===== src/rtl/mem_responder.sv =====
// Single-port 32x8 memory responder with a request/ready handshake.
// A configurable number of wait states separates acceptance and response.
module mem_responder #(
  parameter int WAIT_CYCLES = 1
) (
  input  logic       clock,
  input  logic       reset,
  input  logic       mem_read,
  input  logic       mem_write,
  input  logic       ir_on_adr,
  input  logic       pc_on_adr,
  input  logic [4:0] ir_adr,
  input  logic [4:0] pc_adr,
  input  logic [7:0] data_in,
  input  logic       prog_we,
  input  logic [4:0] prog_addr,
  input  logic [7:0] prog_data,
  output logic [7:0] data_out,
  output logic       mem_ready,
  output logic       busy,
  output logic       err
);

  typedef enum logic [1:0] {
    S_IDLE = 2'd0,
    S_WAIT = 2'd1,
    S_RESP = 2'd2
  } state_t;

  localparam logic [2:0] CNT_LOAD =
    (WAIT_CYCLES == 0) ? 3'd0 : 3'(WAIT_CYCLES - 1);

  state_t     state;
  state_t     state_nxt;
  logic [2:0] cnt;

  logic       lat_write;
  logic [4:0] lat_addr;
  logic [7:0] lat_data;

  logic [7:0] mem [32];

  logic       is_idle;
  logic       strobe;
  logic       op_one;
  logic       sel_one;
  logic       accept;
  logic       reject;
  logic [4:0] sel_addr;

  logic       do_access;
  logic       acc_write;
  logic [4:0] acc_addr;
  logic [7:0] acc_data;

  assign is_idle  = (state == S_IDLE);
  assign strobe   = mem_read | mem_write;
  assign op_one   = mem_read ^ mem_write;
  assign sel_one  = ir_on_adr ^ pc_on_adr;
  assign sel_addr = ir_on_adr ? ir_adr : pc_adr;

  // A loader write takes priority; the request is simply re-evaluated later.
  assign accept = is_idle & op_one & sel_one & ~prog_we;
  assign reject = is_idle & strobe & ~(op_one & sel_one) & ~prog_we;

  // With zero wait states the access happens on the accept edge,
  // so the live inputs are used instead of the latched copies.
  assign do_access = (state != S_RESP) & (state_nxt == S_RESP);
  assign acc_write = is_idle ? mem_write : lat_write;
  assign acc_addr  = is_idle ? sel_addr  : lat_addr;
  assign acc_data  = is_idle ? data_in   : lat_data;

  // State register
  always_ff @(posedge clock or posedge reset) begin
    if (reset) begin
      state <= S_IDLE;
    end else begin
      state <= state_nxt;
    end
  end

  // Next-state logic
  always_comb begin
    state_nxt = state;
    unique case (state)
      S_IDLE: begin
        if (accept) begin
          state_nxt = (WAIT_CYCLES == 0) ? S_RESP : S_WAIT;
        end
      end
      S_WAIT: begin
        if (cnt == 3'd0) begin
          state_nxt = S_RESP;
        end
      end
      S_RESP: begin
        state_nxt = S_IDLE;
      end
      default: begin
        state_nxt = S_IDLE;
      end
    endcase
  end

  // Handshake outputs decoded from state
  always_comb begin
    mem_ready = (state == S_RESP);
    busy      = (state != S_IDLE);
  end

  // Wait-state counter, loaded on accept and run down in WAIT
  always_ff @(posedge clock or posedge reset) begin
    if (reset) begin
      cnt <= 3'd0;
    end else if (accept) begin
      cnt <= CNT_LOAD;
    end else if (state == S_WAIT && cnt != 3'd0) begin
      cnt <= cnt - 3'd1;
    end
  end

  // Capture the request so later input changes are ignored
  always_ff @(posedge clock or posedge reset) begin
    if (reset) begin
      lat_write <= 1'b0;
      lat_addr  <= 5'd0;
      lat_data  <= 8'h00;
    end else if (accept) begin
      lat_write <= mem_write;
      lat_addr  <= sel_addr;
      lat_data  <= data_in;
    end
  end

  // Malformed-request pulse
  always_ff @(posedge clock or posedge reset) begin
    if (reset) begin
      err <= 1'b0;
    end else begin
      err <= reject;
    end
  end

  // Read data register, updated only by a completed read
  always_ff @(posedge clock or posedge reset) begin
    if (reset) begin
      data_out <= 8'h00;
    end else if (do_access && !acc_write) begin
      data_out <= mem[acc_addr];
    end
  end

  // Storage array: access writes and loader writes never coincide
  always_ff @(posedge clock or posedge reset) begin
    if (reset) begin
      for (int i = 0; i < 32; i++) begin
        mem[i] <= 8'h00;
      end
    end else if (do_access && acc_write) begin
      mem[acc_addr] <= acc_data;
    end else if (is_idle && prog_we) begin
      mem[prog_addr] <= prog_data;
    end
  end

endmodule


===== config.mk =====
export PLATFORM = sky130hd
export DESIGN_NAME = mem_responder
export DESIGN_NICKNAME = d
export VERILOG_FILES = /design/src/rtl/mem_responder.sv
export SDC_FILE = /design/constraint.sdc
export NUM_CORES = 1
export LEC_CHECK = 0
export CAP_MARGIN = 20
export CORE_MARGIN = 4
export CORE_UTILIZATION = 55
export CTS_CLUSTER_SIZE = 24
export DETAILED_ROUTE_END_ITERATION = 8
export GPL_ROUTABILITY_DRIVEN = 0
export GPL_TIMING_DRIVEN = 1
export PLACE_DENSITY = 0.75
export RECOVER_POWER = 25
export SKIP_CTS_REPAIR_TIMING = 1
export SYNTH_ARGS = -nofsm -noshare
export SYNTH_HDL_FRONTEND = slang
export SYNTH_SLANG_ARGS = --single-unit

===== constraint.sdc =====
create_clock -name clock -period 8.4 [get_ports clock]
set_clock_uncertainty 0.1 [all_clocks]
set_input_delay 1.26 -clock clock [delete_from_list [all_inputs] [get_ports clock]]
set_output_delay 1.26 -clock clock [all_outputs]
set_load 0.02 [all_outputs]

==> flow_summary.ini, run 1 <==
[status]
outcome = complete, but fails checks
violations = capacitance limit, slew limit

[final_layout]
area_growth_syn_to_layout_pct = 10.2
fillers = 2258
layout-drive-gt1-share = 0.220
instances_no_fill = 1802
nets = 1437

[route]
wl_per_cell_um = 29.5
wirelength_mm = 53.1
ant_nets = 0
drt_iter0_drc = 2037
first_pass_iters = 6
detail_route.vias_per_cell = 7.33
drc = 0
vias = 13200

[yosys]
syn_area_per_cell_um2 = 11.5
synth_edf_count = 0
syn_inst = 1400
ys.flop_type = dfrtp_1
synth-seq-cells = 284
seq_area_frac_synth = 0.440
synthArstFlopShare = 1.00
synth_area_um2 = 16100
synth_cell_types = 77
ys_warn_count = 0
syn_nets = 1441

[critical_path]
cp-startpoint = ir_on_adr
worstReg2RegStart = state[0]
crit_path_end_kind = flip-flop
startpoint_type = primary input
worst_ep_required_time_ns = 8.75
worstPathArrival_ns = 4.72
worstSetupPathType = in -> reg
cp_max_fo = 52

[timing]
setup_violations = 0
min_period_over_period = 0.521
hold_violations = 0
worstMarginPinSlew_ns = 1.64
relSlewSlack = -0.100
fmax_ghz = 0.229
drv_slew = 36
finalSetupTns_ns = 0
rsz0062_at_grt = false
fin_crit_ns = 4.37

[floorplan]
dieArea_um2 = 32100
die-height_um = 179
die_w_um = 179
design.core.area_um2 = 28900
initial_utilization = 0.559
design.portCount = 49
rows = 62

[global_route]
grt_max_degree = 171
antenna_found_initial = 1
grt.total_usage = 0.329
grt_pass1_vias = 12900
gr-total-overflow = 0
grt_pass1_wl_mm = 80.0

[clock_network]
cts_buffers = 31
clock-sinks = 284
clk_pin_slew_ns = 0.06
htree_levels = 1
cts_tree = built
clock_latency_ns = 0.58
clockBufferDepth = 3
root_buffer = clkbuf_16

[pwr]
irDropWorstVdd_mv = 0.259
p_per_area_nw_per_um2 = 282
p_leak_nw = 7.83

[place]
portBuffers = 48
dpl.hpwl_mm = 34.2
dpl.cell_count = 1745

[hold_path]
hold_start = lat_addr[3]
hold_class = reg -> reg

[job]
drv_cap = 1
==> where the power goes <==
| part | switching, W | internal, W | total (W) | leakage (nW) |
|---|---|---|---|---|
| Combinational | 0.00130 | 0.000638 | 0.00194 | 3.47 |
| Clock | 0.000558 | 0.000792 | 0.00135 | 0.488 |
| Sequential | 0.000162 | 0.00157 | 0.00173 | 3.88 |
==> cells in the final DEF (no fill, tap or decap), drive strengths merged, types with 3 or more instances in the layout <==
cell type	n
a21oi	15
nand2b	13
o21a	4
nand3	11
clkdlybuf4s50	46
nor2	60
o22a	25
a31oi	5
and3	5
nor2b	3
a32oi	4
mux4	40
mux2	203
clkbuf	53
and2	17
nand2	162
nor3b	4
inv	15
o211ai	12
a41oi	4
a22oi	18
o21ai	29
a221oi	7
a2111oi	4
nor3	16
a221o	32
o22ai	192
o221ai	24
mux2i	37
a21o	3
a211oi	4
dfrtp	284
ha	3
a21boi	5
buf	28
==> sequential cells by signal, summed over array words and instances (netlist names) <==
signal	count
cnt	3
data_out	8
err	1
lat_addr	5
lat_data	8
lat_write	1
mem	256
state	2
==> final cells by class <==
class / instances / area [um^2] / share of cell area
diodes: 1 / 2.50 / 0.000141
clock buffers: 51 / 951 / 0.0535
clock inverters: 3 / 43.8 / 0.00246
inverters: 15 / 57.6 / 0.00324
multi-input cells: 986 / 8410 / 0.473
flip-flops and latches: 284 / 7110 / 0.400
well taps: 384 / 480 / 0.0270
repair buffers: 78 / 734 / 0.0413
==> Yosys cell counts, drive strengths merged (3+ instances only) <==
library cell	count	area (um^2)
dfrtp	284	7110
mux2	203	2550
o22ai	192	1200
nand2	162	666
buf	79	457
nor2	60	253
mux4	40	905
mux2i	37	413
clkbuf	36	135
a221o	32	320
o21ai	29	186
o22a	25	219
o221ai	24	210
a22oi	18	135
and2	17	106
nor3	16	159
a21oi	15	93.9
inv	15	56.3
nand2b	13	81.3
o211ai	12	90.1
nand3	11	90.1
a221oi	7	61.3
a21boi	5	37.5
a31oi	5	31.3
and3	5	31.3
a2111oi	4	72.6
a211oi	4	30.0
a32oi	4	35.0
a41oi	4	35.0
nor3b	4	30.0
o21a	4	30.0
a21o	3	22.5
ha	3	37.5
nor2b	3	18.8
==> final timing paths <==
kind | slack, ns | endpoint | depth (start not counted)
worst max-delay path | 4.03 | mem[224] | 7
worst min-delay path | 0.38 | lat_addr[3] | 2
worst max register to register | 4.55 | mem[32] | 6
worst min register to register | 0.38 | lat_addr[3] | 2
max in group asynchronous | 5.18 | mem[189] | 3
min in group asynchronous | 1.43 | lat_data[2] | 2
==> worst max-delay path, cell delays in order <==
cell           delay (ns)
dlygate4sd3_1        0.83
mux2i_2              0.46
o21a_4               0.83
nor3_4               0.18
nand2_1              0.31
o22a_1               0.43
mux2_2               0.40
==> cells by family after synthesis <==
group	Yosys count	share of synthesized area
muxes	280	0.240
xor gates and xnor gates	3	0.00163
adders and majority gates	3	0.00233
AOI/OAI and AO/OA	402	0.183
and+or+nand+nor	298	0.0932
buffers and inverters	130	0.0402
DFF	284	0.440
==> routing by layer <==
layer  part of all wire  track usage  vias up
met5            0.00026            0        -
met4              0.067        0.177        2
met3               0.14        0.106      259
met2               0.42        0.475     1012
met1               0.38        0.444     6526
li1                   -            -     5404
==> per-stage QoR <==
step	utilization	worst slack, ns	area [um^2]	power [W]	hold slack, ns
2_1_floorplan	-	3.28	16100	0.00301	0.344
3_3_place_gp	0.581	3.54	16800	0.00357	0.357
3_5_place_dp	0.581	3.57	16800	0.00360	0.365
4_1_cts	0.615	4.11	17800	0.00495	0.378
5_1_grt	0.616	3.85	17800	0.00516	0.397
6_report	0.616	4.03	17800	0.00502	0.380
(Power assumes the default switching activity.)
==> run 2, diff against run 1 <==
--- a/config.mk
+++ b/config.mk
@@ -12,7 +12,7 @@
 export DETAILED_ROUTE_END_ITERATION = 8
 export GPL_ROUTABILITY_DRIVEN = 0
 export GPL_TIMING_DRIVEN = 1
-export PLACE_DENSITY = 0.75
+export PLACE_DENSITY = 0.72
 export RECOVER_POWER = 25
 export SKIP_CTS_REPAIR_TIMING = 1
 export SYNTH_ARGS = -nofsm -noshare
==> constraint.sdc (replaced) <==
create_clock -name clock -period 4.1 [get_ports clock]
set_clock_uncertainty 0.1 [all_clocks]
set_input_delay 0.615 -clock clock [delete_from_list [all_inputs] [get_ports clock]]
set_output_delay 0.615 -clock clock [all_outputs]
set_load 0.02 [all_outputs]
==> flow_summary.ini, run 2 (synthesis gave the netlist of run 1 again) <==
[final_layout]
layout_commonest_cell = dfrtp_1
final_cell_mix = dfrtp_1, o22ai_1, nand2_1
layout-drive-gt1-share = 0.258
area_growth_syn_to_layout_pct = 13.8
multi_input_area_um2 = 8390
fillers = 2251
largest_reg_flops = 256
regArea_um2 = 7110
largestRegisters = mem (256), data_out (8), lat_data (8)
instances_no_fill = 1872
top_register = mem
finalInstanceArea_um2 = 18400
insertedDiodeCount = 0
nets = 1511

[status]
outcome = complete, but fails checks
violations = capacitance limit, slew limit

[timing]
fmax_ghz = 0.272
rsz0062_at_grt = false
worstMarginPinSlew_ns = 1.78
min_period_over_period = 0.896
setup_violations = 0
fin_crit_ns = 3.67
relSlewSlack = -0.191
hold_violations = 0
drv_slew = 34

[global_route]
grt_pass1_wl_mm = 85.4
gr-total-overflow = 0
grt_max_degree = 67
grt.total_usage = 0.354
grt_pass1_vias = 13400
antenna_found_initial = 2

[critical_path]
startpoint_type = flip-flop
crit_path_end_kind = flip-flop
cp_max_fo = 29
rr_worst_depth = 7
r2r-end = data_out[7]
r2r_setup_slack_ns = 0.43
worstReg2RegStart = state[0]
worst_ep_required_time_ns = 4.49
cp-startpoint = state[0]
worstSetupPathType = reg -> reg
worstPathArrival_ns = 4.06

[clock_network]
clock-sinks = 284
htree_levels = 1
cts_buffers = 30
clock_latency_ns = 0.56
cts_tree = built
root_buffer = clkbuf_16
clockBufferDepth = 3
clk_pin_slew_ns = 0.06

[floorplan]
die-height_um = 179
design.portCount = 49
die_w_um = 179
dieArea_um2 = 32100
design.core.area_um2 = 28900
rows = 62
initial_utilization = 0.559

[route]
detail_route.vias_per_cell = 7.21
wirelength_mm = 56.7
first_pass_iters = 6
drc = 0
ant_nets = 0
drt_iter0_drc = 1961
vias = 13500
wl_per_cell_um = 30.3

[hold_path]
whs_endpoint = lat_addr[3]
hold_class = reg -> reg
hold_start = lat_addr[3]
hold_depth = 2

[pwr]
p_leak_nw = 8.20
p_per_area_nw_per_um2 = 574
irDropWorstVdd_mv = 0.464

[place]
portBuffers = 48
dpl.cell_count = 1822
dpl_cell_area_um2 = 17500
dpl.hpwl_mm = 39.0

[job]
drv_cap = 1
[run 2: cell count changes in the layout (fill, tap and decap cells not counted), moves of 2 or more]
| cell | previous run | this run |
|---|---|---|
| clkbuf_1 | 12 | 7 |
| clkinv_2 | 1 | 6 |
| buf_12 | 1 | 11 |
| nand2b_2 | 3 | 0 |
| clkbuf_2 | 0 | 2 |
| nand2b_1 | 10 | 13 |
| buf_4 | 25 | 89 |
[run 2: stage by stage]
stage / setup WS [ns] / setup TNS (ns) / power [W] / hold WS [ns] / util
after floorplan: -0.378 / -107.43 / 0.00617 / 0.344 / -
after detailed placement: 0.190 / 0 / 0.00774 / 0.368 / 0.605
final: 0.428 / 0 / 0.0105 / 0.381 / 0.637
after global routing: 0.322 / 0 / 0.0108 / 0.400 / 0.637
after CTS: 0.561 / 0 / 0.0104 / 0.381 / 0.638
after global placement: 0.283 / 0 / 0.00768 / 0.355 / 0.605
[run 2: area by class of cell]
type / instances / area share
Sequential cell: 284 / 0.387
Timing Repair Buffer: 153 / 0.0757
Clock buffer: 44 / 0.0498
Multi-Input combinational cell: 986 / 0.457
Tap cell: 384 / 0.0262
Clock inverter: 6 / 0.00163
Inverter: 15 / 0.00313
[run 2: critical path, stage by stage (launching register included)]
cell,delay (ns)
dfrtp_1,0.60
nor2_4,0.07
inv_2,0.62
o21ai_2,0.45
nor3_1,0.96
a22oi_1,0.37
o311a_1,0.24
a31oi_1,0.17
[run 2: how the worst max path moves through the flow]
stage | endpoint
finish | data_out[7]
global route | data_out[7]
CTS | data_out[7]
detailed placement | data_out[7]
global placement | data_out[5]
floorplan | cnt[0]
[run 2: per-layer routing]
metal,GRT usage,wire (um),up-vias
li1,-,-,5545
met4,0.188,3880,0
met3,0.107,7910,282
met2,0.508,23700,1110
met5,0,0,-
met1,0.484,21200,6561
[run 2: report_power, final]
group	internal [W]	switching (W)	leakage, nW	total [W]
clock network	0.00152	0.00112	0.475	0.00264
registers	0.00321	0.000338	3.88	0.00355
logic	0.00158	0.00276	3.85	0.00435
==> run 3, diff against run 2 <==
--- a/config.mk
+++ b/config.mk
@@ -5,9 +5,11 @@
 export SDC_FILE = /design/constraint.sdc
 export NUM_CORES = 1
 export LEC_CHECK = 0
+export ABC_AREA = 1
 export CAP_MARGIN = 20
 export CORE_MARGIN = 4
 export CORE_UTILIZATION = 55
+export CTS_CLUSTER_DIAMETER = 150
 export CTS_CLUSTER_SIZE = 24
 export DETAILED_ROUTE_END_ITERATION = 8
 export GPL_ROUTABILITY_DRIVEN = 0
==> flow_summary.ini, run 3 <==
[yosys]
yosysMostFrequentCell = nand2_1
synth-seq-cells = 284
synth_common_cells = nand2_1, dfrtp_1, inv_1
synth_edf_count = 0
yosys-top-cells-area = dfrtp_1, nand2_1, o22ai_1
ys.flop_type = dfrtp_1
syn_inst = 2575
ys_warn_count = 0
synthArstFlopShare = 1.00
synth_area_um2 = 17600
seq_area_frac_synth = 0.403
synth_cell_types = 36
synth_top_area_share = 0.403
syn_nets = 2616
synth_area_leader_cell = dfrtp_1
syn_area_per_cell_um2 = 6.85

[pwr]
irDropWorstVdd_mv = 0.508
p_leak_nw = 8.85
p_per_area_nw_per_um2 = 730

[clock_network]
htree_levels = 1
clock-sinks = 284
clk_pin_slew_ns = 0.10
cts_tree = built
clock_latency_ns = 0.52
cts_buffers = 15
root_buffer = clkbuf_16
clockBufferDepth = 3

[route]
drc = 0
met3_length_mm = 8.48
top_layer = met4
detail_route.vias_per_cell = 6.14
wirelength_mm = 63.2
drt_iter0_drc = 2594
wl_met1_mm = 24.3
wl_per_cell_um = 21.5
ant_nets = 0
wl_met2_mm = 26.6
first_pass_iters = 6
vias = 18100

[final_layout]
final_cell_mix = nand2_1, dfrtp_1, inv_1
final_util = 0.591
layout_commonest_cell = nand2_1
top_register = mem
area_growth_syn_to_layout_pct = 6.09
largest_reg_flops = 256
fillers = 3001
largestRegisters = mem (256), data_out (8), lat_data (8)
layout-drive-gt1-share = 0.0626
instances_no_fill = 2942
nets = 2582
insertedDiodeCount = 0

[hold_path]
hold_depth = 2
hold_class = reg -> reg

[floorplan]
die-height_um = 187
initial_utilization = 0.558
die_w_um = 187
dieArea_um2 = 35000
design.core.area_um2 = 31600
design.portCount = 49
rows = 65

[global_route]
grt_max_degree = 90
grt_pass1_vias = 17000
grt_pass1_wl_mm = 96.2
grt.total_usage = 0.348
antenna_found_initial = 0
gr-total-overflow = 0

[job]
drv_cap = 0

[timing]
min_period_over_period = 0.858
hold_ws_ns = 0.386
drv_slew = 0
relSlewSlack = 0.0503
worstMarginPinSlew_ns = 1.42
finalSetupTns_ns = 0
fmax_ghz = 0.284
hold_violations = 0
setup_violations = 0
rsz0062_at_grt = false
fin_crit_ns = 3.52
fin_ws_ns = 0.581

[place]
portBuffers = 48
dpl.hpwl_mm = 41.2
dp_slack_ns = 0.510
dpl.cell_count = 2926

[critical_path]
worst_ep_required_time_ns = 4.44
slowest_stage = nor2_4
startpoint_type = flip-flop
max_stage_delay_ns = 0.69
worstSetupPathType = reg -> reg
crit_chain = nor2_4 > inv_4 > nand2_4 > nand2_2 > nor2_4 > nand2_2 > a21oi_4 > nor2_1 > a21oi_1
cp_max_fo = 23
rr_worst_depth = 9
crit_path_end_kind = flip-flop
worstPathArrival_ns = 3.86

[status]
outcome = completed
==> run 3: cell count changes after synthesis, moves of 28 or more <==
cell / change
nand2_1: +665
inv_1: +237
nor2_1: +191
nand3_1: +186
a21oi_1: +154
o21ai_0: +132
mux2_4: -71
mux2_1: -68
mux2_2: -64
mux4_2: -39
o22ai_1: -35
a221o_1: -32
mux2i_1: -28
==> run 3: cell families after synthesis <==
family                     count (synthesis)  synth area share
buffers and inverters                    430             0.104
AOI/OAI and AO/OA                        547             0.183
DFF                                      284             0.403
and+or+nand+nor                         1311             0.308
adders and majority gates                  3           0.00213
==> run 3: report_power, final <==
part           switching, W  internal, W  leakage, nW
logic               0.00502      0.00207         5.25
clock network      0.000962     0.000728        0.199
registers          0.000753      0.00412         3.40
total               0.00674      0.00692         8.85
==> run 3: path summary, 6_finish.rpt <==
check	slack [ns]	startpoint	to
min reg2reg	0.39	cnt[1]	cnt[1]
min in group asynchronous	0.66	reset	mem[197]
min	0.39	cnt[1]	cnt[1]
max	0.58	state[1]	mem[99]
max reg2reg	0.58	state[1]	mem[99]
max in group asynchronous	1.35	reset	mem[1]
==> run 3: critical path, delay by kind of cell, from the launching register on <==
family	cells	cell delay [ns]
AO/OA/AOI/OAI	2	0.54
flip-flops	1	0.42
buffers and inverters	1	0.21
AND/OR/NAND/NOR	6	2.17
==> run 3: layout make-up <==
class                           instances  area, um^2  share of cell area
Sequential cell                       284        7110               0.380
Tap cell                              402         503              0.0269
Timing Repair Buffer                   97         916              0.0489
Clock buffer                           15         375              0.0201
Inverter                              282        1070              0.0570
Multi-Input combinational cell       1861        8710               0.466
Clock inverter                          1        30.0             0.00160
==> run 3: per-layer routing <==
| layer | vias to the layer above | GRT usage |
|---|---|---|
| met2 | 1225 | 0.519 |
| met4 | 0 | 0.173 |
| li1 | 8238 | - |
| met3 | 277 | 0.0948 |
| met1 | 8326 | 0.469 |
| met5 | - | 0 |
==> run 3: through the flow <==
step | instance area, um^2 | total power (W)
6_report | 18700 | 0.0137
5_1_grt | 18700 | 0.0145
4_1_cts | 18800 | 0.0134
3_5_place_dp | 18400 | 0.0117
3_3_place_gp | 18400 | 0.0116
2_1_floorplan | 17600 | 0.00958
==> patch 1, RTL diff (flow settings as in run 2) <==
The 3 states of `state_t` get a one-hot encoding in 3 bits.
--- a/src/rtl/mem_responder.sv
+++ b/src/rtl/mem_responder.sv
@@ -23,6 +23,6 @@
 
-  typedef enum logic [1:0] {
-    S_IDLE = 2'd0,
-    S_WAIT = 2'd1,
-    S_RESP = 2'd2
+  typedef enum logic [2:0] {
+    S_IDLE = 3'b001,
+    S_WAIT = 3'b010,
+    S_RESP = 3'b100
   } state_t;
Formal check against the unedited RTL: no difference found for any inputs over 4 cycles, from zero or initial values and one cycle with reset high; so few cycles prove little.
==> patch 1 against run 2 <==
The run still ends with capacitance limit, slew limit left; routed wire length down 6.2%; synthesized area about the same; worst setup slack better by 0.13 ns; utilization down 0.80 points; design area down 1.3%; sequential cell count up 1; count of clock-buffer cells in the layout up 10; non-clock buffer count down 19; via count up 6.4%; critical endpoint is now mem[194]; largest cell class unchanged; highest routed layer unchanged.
Power is not compared: it rests on default switching activity, and its combinational part moved more than twofold at a synthesized area within 25%.
==> patch 1: results (changes against run 2) <==
| Metric | Value |
|---|---|
| Nets | `1786 (+18%)` |
| Fin cells | `2153 (+15%)` |
| Antenna violations before repair | `0 (-2)` |
| Mean Syn Cell Area | `9.358 um^2 (-19%)` |
| Fillers | `2421 (+7.6%)` |
| Inverters, non-clock | `8 (-7)` |
| Ys async rst share | `100.0% (unchanged)` |
| Post-place instance area | `17170 um^2 (-1.7%)` |
| Pins over their slew limit | `199 (+490%)` |
| Layout cells sized above 1 | `17.24% (-8.6 points)` |
| XOR/XNOR share of the synthesized area | `0.1627% (about the same)` |
| Clock buffer count from CTS | `34 (+13%)` |
| Largest net degree at the start of global routing | `79 (+18%)` |
| Max_cap viols | `3 (+2)` |
| Initial DRC Count | `1866 (-4.8%)` |
| Hold crit path type | `reg -> reg` |
| H-Tree Depth | `2 (+1)` |
| Synth Area in Compound Gates | `23.81% (+5.5 points)` |
| Sequential-to-total area share from yosys stat | `44.16% (+0.13 points)` |
| Status | `complete, but fails checks` |
| Hpwl dp | `32.24 mm (-17%)` |
| #FFs+latches synth | `285 (+0.35%)` |
| Top cells by count, synth | `375 x nand2_1, 284 x dfrtp_1, 157 x o22a_1, 122 x o21ai_0, 112 x o22ai_1` |
| Failing checks | `capacitance limit, slew limit` |
| Adder-cell share of the synthesized area | `0.2324% (about the same)` |
| Clock Pin Slew Worst Setup and Hold Paths | `0.06 ns (about the same)` |
| Slew @ Worst Pin | `1.778 ns (+0.001372 ns)` |
| Clk Latency, worst-skew pair | `0.51 ns (-0.05 ns)` |
| Ranking of synthesized cells by area | `dfrtp_1 44%, nand2_1 8.7%, o22a_1 8.5%` |
| Final clock-cell share | `5.738% (+0.60 points)` |
| Clock buffer cells | `54 (+23%)` |
| Vias per std cell | `6.673 (-7.5%)` |
| Cell variety after synth | `54 (-30%)` |
| Vias in the first global route | `13840 (+3.2%)` |
| Setup WS pre-CTS | `0.2970 ns (+0.1073 ns)` |
| Multi-input gates | `1282 (+30%)` |
| Tot GR Track Use | `32.69% (-2.7 points)` |
| Worst path slowest cell | `or3b_1` |
| Worst EP arrival | `3.84 ns (-0.22 ns)` |
| Signal buf overhead | `6.476% (-1.1 points)` |
| Cells after DPL | `2093 (+15%)` |
| Mux cell area share after synthesis | `12.59% (-11 points)` |
| Signal buffers | `134 (-12%)` |
| Crit Path Max Fanout | `12 (-59%)` |
| Sequential cell area share | `39.32% (+0.64 points)` |
| Multi-input gate area | `8282 um^2 (-1.3%)` |
| Global-route wire length before repair | `80.98 mm (-5.2%)` |
| WL/cell | `24.71 um (-18%)` |
| Fraction of standard cell area in multi-input logic | `45.65% (about the same)` |
| Critical Path Max Stage Delay | `0.56 ns (-0.40 ns)` |
[patch 1: cell count changes after synthesis, moves of 39 or more]
| cell | run 2 | this run |
|---|---|---|
| mux2_1 | 68 | 10 |
| o21ai_0 | 19 | 122 |
| mux2_4 | 71 | 18 |
| a21oi_1 | 12 | 93 |
| nand2_1 | 141 | 375 |
| clkbuf_1 | 36 | 86 |
| o22a_1 | 25 | 157 |
| mux4_2 | 39 | 0 |
| o22ai_1 | 192 | 112 |
[patch 1: metal layers]
| layer | global-route usage (%) | routed length, um | vias up |
|---|---|---|---|
| li1 | - | - | 6361 |
| met1 | 45.64 | 21010 | 6849 |
| met2 | 48.76 | 22980 | 952 |
| met3 | 7.784 | 6458 | 204 |
| met4 | 14.69 | 2734 | 0 |
| met5 | 0 | 0 | - |
[patch 1: final timing paths]
check | end | start | cells after the start | slack (ns)
max in group asynchronous | mem[44] | reset | 3 | 0.88
min in group asynchronous | mem[161] | reset | 2 | 0.72
hold / removal | lat_data[6] | lat_data[6] | 2 | 0.38
hold reg to reg | lat_data[6] | lat_data[6] | 2 | 0.38
setup / recovery | mem[194] | state[0] | 8 | 0.55
setup reg to reg | mem[194] | state[0] | 8 | 0.55
[patch 1: power groups by stage]
| stage | Combinational (mW) | Clock, mW | Sequential [mW] |
|---|---|---|---|
| after floorplan | 1.01 | 0 | 3.10 |
| final | 1.71 | 2.86 | 3.05 |
| after detailed placement | 1.67 | 0 | 3.09 |
| after global placement | 1.65 | 0 | 3.09 |
| after global routing | 1.80 | 3.01 | 3.06 |
| after CTS | 1.68 | 2.89 | 3.04 |
==> patch 2, RTL diff (config.mk and constraints of run 2) <==
Made on the original files. The output `err` loses its register stage (`err` becomes a continuous assignment).
--- a/src/rtl/mem_responder.sv
+++ b/src/rtl/mem_responder.sv
@@ -135,9 +135,3 @@
   // Malformed-request pulse
-  always_ff @(posedge clock or posedge reset) begin
-    if (reset) begin
-      err <= 1'b0;
-    end else begin
-      err <= reject;
-    end
-  end
+  assign err = reject;
 
Function: changed (Yosys sat finds a counterexample within 4 cycles, from zero or initial values and one cycle with reset high).
==> patch 2 against run 2 <==
The run ends with capacitance limit left; power grew 6.9%; routed wire length up 4.7%; design area is 2.4% lower; synthesized area down 2.5%; sequential share of layout area rose by 0.80 points; worst setup slack improved by 0.21 ns; sequential cell count shrank 1; final cell count rose by 17%; maximum frequency increased by 6.0%; first-iteration DRC count rose by 36%; register-to-register slack better by 0.26 ns; critical path type is now in -> reg; critical path depth grew 2; die area shrank 2.4%.
==> patch 2: results (changes against run 2) <==
| Metric | Value |
|---|---|
| Cell variety after synth | `58 (-25%)` |
| H-Tree Depth | `2 (+1)` |
| Vias in the first global route | `14430 (+7.6%)` |
| Max_cap viols | `1 (unchanged)` |
| Vias | `15160 (+12%)` |
| Failing checks | `capacitance limit` |
| Largest net degree at the start of global routing | `62 (-7.5%)` |
| Hpwl dp | `39.85 mm (+2.2%)` |
| Ranking of synthesized cells by area | `dfrtp_1 45%, nand2_1 11%, o22a_1 8.2%` |
| Crit Path Max Fanout | `30 (+3.4%)` |
| Largest registers | `mem: 256 flops, data_out: 8 flops, lat_data: 8 flops` |
| Nets | `1833 (+21%)` |
| Ys async rst share | `100.0% (unchanged)` |
| Clk Latency, worst-skew pair | `0.52 ns (-0.04 ns)` |
| Top cells by count, synth | `450 x nand2_1, 283 x dfrtp_1, 195 x o21ai_0, 147 x o22a_1, 93 x a22oi_1` |
| VDD IR max | `0.0004682 V (+0.84%)` |
| Static leakage | `7.122 nW (-13%)` |
| Relative slew slack | `1.019% (+20 points)` |
| Root buf cell | `clkbuf_16` |
| Initial DRC Count | `2668 (+36%)` |
| Final WL | `59.37 mm (+4.7%)` |
| Status | `complete, but fails checks` |
| Layout cells sized above 1 | `11.42% (-14 points)` |
| Global-route wire length before repair | `89.66 mm (+4.9%)` |
| Tot GR Track Use | `37.63% (+2.3 points)` |
| Sequential-to-total area share from yosys stat | `45.02% (+0.98 points)` |
| Fillers | `2342 (+4.0%)` |
| Worst EP arrival | `3.73 ns (-0.33 ns)` |
| Clock buffer count from CTS | `34 (+13%)` |
==> patch 2: path summary, 6_finish.rpt <==
kind	end	slack [ns]	from	depth (start not counted)
setup / recovery	data_out[4]	0.64	ir_on_adr	9
max in group asynchronous	mem[76]	1.19	reset	3
hold / removal	lat_data[1]	0.38	lat_data[1]	2
setup reg to reg	data_out[4]	0.69	state[1]	10
min in group asynchronous	cnt[0]	0.80	reset	2
hold reg to reg	lat_data[1]	0.38	lat_data[1]	2
==> patch 2: cells by family after synthesis <==
kind of cell             Yosys count  synth area share (%)
buffers and inverters            144                 4.398
multiplexers                      65                 4.963
flip-flops                       283                 45.02
AND/OR/NAND/NOR                  611                 17.01
adder cells (fa/ha/maj)            3                0.2386
AO/OA/AOI/OAI                    646                 28.20
XOR/XNOR                           3                0.1671
==> patch 2: through the flow <==
stage,cells,area [um^2],power [mW],hold WS (ns),util [%]
after global placement,2134,16840,7.854,0.3577,60.12
after detailed placement,2134,16840,7.909,0.3629,60.12
after CTS,2191,17980,11.04,0.3803,64.21
final,2191,17940,11.27,0.3801,64.04
after floorplan,1755,15740,6.312,0.3435,-
after global routing,2191,17940,11.56,0.3970,64.04
==> patch 2: per-layer routing <==
metal	routed length [um]	GRT usage [%]	vias up
met5	28	0	-
met4	3021	14.25	4
met3	9194	14.51	274
met2	24280	53.03	1169
met1	22840	52.75	7210
li1	-	-	6498
==> patch 2: layout make-up <==
type / instances / area [um^2] / area share [%]
multi-input cells: 1328 / 7974 / 44.45
flip-flops and latches: 283 / 7082 / 39.48
repair buffers: 138 / 1236 / 6.892
clock buffers: 50 / 1035 / 5.769
well taps: 378 / 473.0 / 2.637
clock inverters: 7 / 110.1 / 0.6138
inverters: 7 / 27.53 / 0.1535
==> patch 2: critical path, cell delays in order <==
cell and delay (ns):
clkdlybuf4s50_1 0.65, mux2i_1 0.45, o21a_4 0.50, buf_12 0.27, mux2i_1 0.24, mux2i_1 0.10
mux2_2 0.29, a211oi_1 0.44, a31oi_1 0.15
==> patch 2: power by group <==
| part | switching, mW | leakage, nW | internal [mW] | total [mW] |
|---|---|---|---|---|
| clock network | 1.21 | 0.565 | 1.93 | 3.14 |
| registers | 0.287 | 3.86 | 3.19 | 3.48 |
| logic | 3.16 | 2.70 | 1.48 | 4.65 |
| total | 4.66 | 7.12 | 6.61 | 11.3 |
